--- src/rtl/reg_file_port_arbiter.sv ---
`default_nettype none
// ============================================================================
// Module   : reg_file_port_arbiter
// Purpose  : Shares the single write port and the single read port of a
//            1W/1R register file among NumReq requesters. Each port has its
//            own arbiter. A clear command is forwarded and blocks writes for
//            the cycles in which it is asserted. Read data is registered and
//            returned one cycle after the grant, tagged with the requester ID.
// Build    : REG_ARB_FIXED_PRIO_EN - when defined, both arbiters use fixed
//            priority (lowest index wins) and the round-robin pointers are
//            removed. Default (undefined) is round-robin.
// Ports    :
//   clk_i, rst_ni          clock, asynchronous active-low reset
//   clr_i                  clear request, forwarded as rf_clr_o
//   wr_valid_i/wr_ready_o  per-requester write handshake
//   wr_addr_i/wr_data_i    per-requester write address/data
//   rd_valid_i/rd_ready_o  per-requester read handshake
//   rd_addr_i              per-requester read address
//   rd_rsp_valid_o/id_o/data_o  registered read response
//   rf_clr_o, rf_wr_en_o, rf_wr_addr_o, rf_wr_data_o, rf_rd_addr_o,
//   rf_rd_data_i           register-file side (read data is combinational)
// Revision : 1.0 - initial release
// ============================================================================
module reg_file_port_arbiter #(
    parameter int NumReq       = 4,
    parameter int DataWidth    = 32,
    parameter int NumRegs      = 32,
    parameter int NumRegsWidth = $clog2(NumRegs),
    parameter int NumReqWidth  = $clog2(NumReq)
) (
    input  logic                                   clk_i,
    input  logic                                   rst_ni,
    input  logic                                   clr_i,
    input  logic [NumReq-1:0]                      wr_valid_i,
    output logic [NumReq-1:0]                      wr_ready_o,
    input  logic [NumReq-1:0][NumRegsWidth-1:0]    wr_addr_i,
    input  logic [NumReq-1:0][DataWidth-1:0]       wr_data_i,
    input  logic [NumReq-1:0]                      rd_valid_i,
    output logic [NumReq-1:0]                      rd_ready_o,
    input  logic [NumReq-1:0][NumRegsWidth-1:0]    rd_addr_i,
    output logic                                   rd_rsp_valid_o,
    output logic [NumReqWidth-1:0]                 rd_rsp_id_o,
    output logic [DataWidth-1:0]                   rd_rsp_data_o,
    output logic                                   rf_clr_o,
    output logic                                   rf_wr_en_o,
    output logic [NumRegsWidth-1:0]                rf_wr_addr_o,
    output logic [DataWidth-1:0]                   rf_wr_data_o,
    output logic [NumRegsWidth-1:0]                rf_rd_addr_o,
    input  logic [DataWidth-1:0]                   rf_rd_data_i
);

    // Search requesters starting at ptr and wrapping at NumReq-1 -> 0.
    // Returns {found, index}.
    function automatic logic [NumReqWidth:0] rr_pick(
        input logic [NumReq-1:0]      req,
        input logic [NumReqWidth-1:0] ptr
    );
        logic                   found;
        logic [NumReqWidth-1:0] idx;
        logic [NumReqWidth-1:0] cand;
        int                     k;
        found = 1'b0;
        idx   = '0;
        for (int i = 0; i < NumReq; i++) begin
            k = int'(ptr) + i;
            if (k >= NumReq) begin
                k = k - NumReq;
            end
            cand = k[NumReqWidth-1:0];
            if (!found && req[cand]) begin
                found = 1'b1;
                idx   = cand;
            end
        end
        return {found, idx};
    endfunction

    // Pointer value that follows a grant: granted + 1, modulo NumReq.
    function automatic logic [NumReqWidth-1:0] ptr_next(
        input logic [NumReqWidth-1:0] idx
    );
        if (idx == NumReqWidth'(NumReq - 1)) begin
            return '0;
        end
        return idx + NumReqWidth'(1);
    endfunction

    logic [NumReqWidth-1:0] w_wr_ptr;
    logic [NumReqWidth-1:0] w_rd_ptr;
    logic [NumReq-1:0]      w_wr_req;
    logic                   w_wr_gnt;
    logic [NumReqWidth-1:0] w_wr_idx;
    logic                   w_rd_gnt;
    logic [NumReqWidth-1:0] w_rd_idx;

    logic                   r_rsp_valid;
    logic [NumReqWidth-1:0] r_rsp_id;
    logic [DataWidth-1:0]   r_rsp_data;

    // Clear wins over writes: masking the requests removes the grant, the
    // write enable and the pointer update in one place.
    assign w_wr_req = clr_i ? '0 : wr_valid_i;

    assign {w_wr_gnt, w_wr_idx} = rr_pick(w_wr_req, w_wr_ptr);
    assign {w_rd_gnt, w_rd_idx} = rr_pick(rd_valid_i, w_rd_ptr);

`ifdef REG_ARB_FIXED_PRIO_EN
    // Fixed priority is round-robin with the search always starting at 0.
    assign w_wr_ptr = '0;
    assign w_rd_ptr = '0;
`else
    logic [NumReqWidth-1:0] r_wr_ptr;
    logic [NumReqWidth-1:0] r_rd_ptr;

    always_ff @(posedge clk_i or negedge rst_ni) begin
        if (!rst_ni) begin
            r_wr_ptr <= '0;
            r_rd_ptr <= '0;
        end else begin
            if (w_wr_gnt) begin
                r_wr_ptr <= ptr_next(w_wr_idx);
            end
            if (w_rd_gnt) begin
                r_rd_ptr <= ptr_next(w_rd_idx);
            end
        end
    end

    assign w_wr_ptr = r_wr_ptr;
    assign w_rd_ptr = r_rd_ptr;
`endif

    // One-hot ready vectors.
    always_comb begin
        wr_ready_o = '0;
        rd_ready_o = '0;
        if (w_wr_gnt) begin
            wr_ready_o[w_wr_idx] = 1'b1;
        end
        if (w_rd_gnt) begin
            rd_ready_o[w_rd_idx] = 1'b1;
        end
    end

    // Register-file side; all address/data buses are zero without a grant.
    assign rf_clr_o     = clr_i;
    assign rf_wr_en_o   = w_wr_gnt;
    assign rf_wr_addr_o = w_wr_gnt ? wr_addr_i[w_wr_idx] : '0;
    assign rf_wr_data_o = w_wr_gnt ? wr_data_i[w_wr_idx] : '0;
    assign rf_rd_addr_o = w_rd_gnt ? rd_addr_i[w_rd_idx] : '0;

    // Read response. The register file is sampled at the grant edge, before
    // any same-cycle write lands, so a colliding read returns the old value.
    // ID and data hold when no read is granted.
    always_ff @(posedge clk_i or negedge rst_ni) begin
        if (!rst_ni) begin
            r_rsp_valid <= 1'b0;
            r_rsp_id    <= '0;
            r_rsp_data  <= '0;
        end else begin
            r_rsp_valid <= w_rd_gnt;
            if (w_rd_gnt) begin
                r_rsp_id   <= w_rd_idx;
                r_rsp_data <= rf_rd_data_i;
            end
        end
    end

    assign rd_rsp_valid_o = r_rsp_valid;
    assign rd_rsp_id_o    = r_rsp_id;
    assign rd_rsp_data_o  = r_rsp_data;

endmodule
`default_nettype wire

--- config.mk ---
export PLATFORM = sky130hd
export DESIGN_NAME = reg_file_port_arbiter
export DESIGN_NICKNAME = d
export VERILOG_FILES = /design/src/rtl/reg_file_port_arbiter.sv
export SDC_FILE = /design/constraint.sdc
export NUM_CORES = 1
export LEC_CHECK = 0
export BUFFER_PORTS_ARGS = -buffer_cell sky130_fd_sc_hd__buf_2
export CAP_MARGIN = 25
export CORE_AREA = 2 2 114 116
export CTS_CLUSTER_SIZE = 24
export DETAILED_ROUTE_END_ITERATION = 10
export DIE_AREA = 0 0 116 118
export HOLD_SLACK_MARGIN = 0.12
export PLACE_DENSITY_LB_ADDON = 0.2
export SLEW_MARGIN = 20
export SYNTH_ARGS = -nofsm -noshare
export SYNTH_HDL_FRONTEND = slang
export SYNTH_SLANG_ARGS = --single-unit
--- constraint.sdc ---
create_clock -name clk_i -period 3.5 [get_ports clk_i]
set_input_delay 0.7 -clock clk_i [delete_from_list [all_inputs] [get_ports clk_i]]
set_output_delay 0.7 -clock clk_i [all_outputs]
set_load 0.02 [all_outputs]
==> flow_metrics.tcl <==
set metrics [dict create \
    p_leak_nw 2.478 \
    via_per_inst 4.581 \
    path_cells "nand2b_1 > a21oi_1 > nor2_4 > inv_2 > mux4_2 > and2_1 > buf_2" \
    grt_pass1_vias 3231 \
    end_kind "output port" \
    period_minus_slack_ps 3098 \
    final-hold-violation-count 0 \
    rsz0062_at_grt "no" \
    avgSynthCellArea_um2 10.72 \
    coreArea_um2 12410 \
    clock_skew_ps 1.651 \
    fin_area_um2 4891 \
    wirelength_um 11450 \
    chipHeight_um 118 \
    slew_violations 0 \
    synth_area_leaders "dfrtp_1, mux2i_1, mux2_2, o22ai_1, mux2_1" \
    synth_top_area_share_pct 32.05 \
    num_rows 41 \
    cp.required_ps 2800 \
    final_util_pct 39.40 \
    synth_nets 503 \
    fin_setup_tns_ps 0 \
    synth-seq-cells 39 \
    setup_viol 0 \
    worst-path-buf-inv 2 \
    synth_edf_count 0 \
    post_cts_buffers 0 \
    die_x_um 116 \
    power_density_nw_per_um2 457.0 \
    max_stage_delay_ps 530 \
    clkTransAtPathRegs_ps 60 \
    nNetsFinal 791 \
    maxCapViolCount 0 \
    track_usage_pct 15.32 \
    num_antenna_cells 0 \
    worst_slew_pin_slew_ps 861.4 \
    ys_types 34 \
    route.detailed.wl_per_inst_um 15.37 \
    insertion_delay_ps 280 \
    critPathMaxFanout 8 \
    numCtsBuffers 5 \
    slew_headroom_pct 42.57 \
    dp_slack_ps 414.7 \
    status "completed" \
    yosys.area.top_type "dfrtp_1" \
    dieArea_um2 13690 \
    overflow 0 \
    cts_tree "done" \
    port_buffers 297 \
    area_delta_synth_final_pct 60.60 \
    drive_above_1_share_pct 59.51 \
    ys_seq_area_share_pct 32.05 \
    synth-async-reset-ratio_pct 100.0 \
    yosysWarningCount 0 \
    layout_commonest_cell "buf_2" \
    clockBufferDepth 2 \
    synth_cells 284 \
    antenna_left 0 \
    cts_resized 0 \
    place_area_um2 4695 \
    root_buffer "clkbuf_16" \
    mostFrequentLayoutCells "buf_2, mux2i_1, dfrtp_1, o22ai_1, mux2_2" \
    grt_pass1_wl_um 16420 \
    crit_path_top_delay_cell "mux4_2" \
    synth_area_um2 3045 \
    dp_hpwl_um 9409 \
    drtIter0Drc 84 \
    grt_start_max_net_pins 40 \
    start_util_pct 24.53 \
    ios 298 \
    htree_levels 2 \
    antenna_found_initial 0 \
    drc 0 \
    place_congestion 0.8776 \
    synth_flop_cell "dfrtp_1" \
    fmax_mhz 322.8 \
    cp.arrival_ps 2400 \
    clock_sinks 39 \
    hp-class "flop to flop" \
    crit_path_start_kind "flop" \
    finalCritPeriodShare_pct 88.51 \
    power_mw 2.235 \
    vias 3413 \
    hold_buffers 0 \
    fin_ws_ps 402.2 \
    crit_family "multiplexers" \
    drtPass1Iterations 4 \
    worst_ir_drop_vdd_uv 192.7 \
    crit_type "flop to output port" \
]
## layer usage
layer / part of all wire (%) / vias up / GRT usage [%]
met3: 10 / 10 / 4.531
met5: 0 / - / 0
met1: 37 / 1586 / 16.58
met2: 52 / 172 / 28.76
li1: - / 1645 / -
met4: 1.2 / 0 / 3.497
## through the flow
step	instances	hold slack (ps)
after floorplan	284	404.4
after global placement	737	464.1
after detailed placement	737	465.2
after CTS	745	481.3
after global routing	745	510.0
final	745	474.0
## report_power, final
group / switching (mW) / internal, mW / total, mW
combinational: 0.609 / 0.477 / 1.09
clock: 0.190 / 0.413 / 0.603
sequential: 0.0438 / 0.502 / 0.546
## cells in the mapped netlist (all sizes together) (2+ instances only)
cell type  instances
nor4               2
dfrtp             39
nor2               4
mux4               2
o22ai             37
a21oi              6
a21o               2
nor2b              5
nand3              5
o21ai              8
clkbuf             7
inv                6
buf               15
mux2              40
mux2i             75
nand2b             3
and2               6
ha                 8
nand2              8
## logic make-up after synthesis
family	after synthesis	synth area share [%]
AOI/OAI and AO/OA	58	12.16
adders and majority gates	8	3.287
buffers and inverters	28	5.300
DFF	39	32.05
muxes	117	40.92
and+or+nand+nor	34	6.286
## final cells by class
cell class / instances / area (µm²)
fillers: 1284 / 7523
multi-input cells: 217 / 1924
repair buffers: 303 / 1556
flip-flops and latches: 39 / 975.9
well taps: 172 / 215.2
clock buffers: 5 / 125.1
clock inverters: 3 / 71.32
inverters: 6 / 22.52
## worst register-to-register path: stages, from the launching register on
cell,delay (ps)
dfrtp_1,430
nand2b_1,190
a211o_1,340
a21oi_4,240
buf_4,230
ha_1,240
mux2_2,260
## worst paths after layout
path	startpoint	endpoint	slack, ps	cells past startpoint
worst max-delay path	r_rd_ptr[1]$_DFFE_PN0P_	rf_rd_addr_o[4]	400	7
worst min-delay path	rd_rsp_id_o[0]$_DFFE_PN0P_	rd_rsp_id_o[0]$_DFFE_PN0P_	470	2
worst max register to register	r_wr_ptr[1]$_DFFE_PN0P_	r_wr_ptr[1]$_DFFE_PN0P_	1460	6
worst min register to register	rd_rsp_id_o[0]$_DFFE_PN0P_	rd_rsp_id_o[0]$_DFFE_PN0P_	470	2
max in group asynchronous	rst_ni	r_wr_ptr[0]$_DFFE_PN0P_	2430	1
min in group asynchronous	rst_ni	rd_rsp_data_o[14]$_DFFE_PN0P_	530	1
## sequential cells by signal, summed over array words and instances (netlist names)
signal	cells
rd_rsp_data_o	32
r_rd_ptr	2
r_wr_ptr	2
rd_rsp_id_o	2
rd_rsp_valid_o	1
Note: power is estimated with default switching activity, not from simulation.
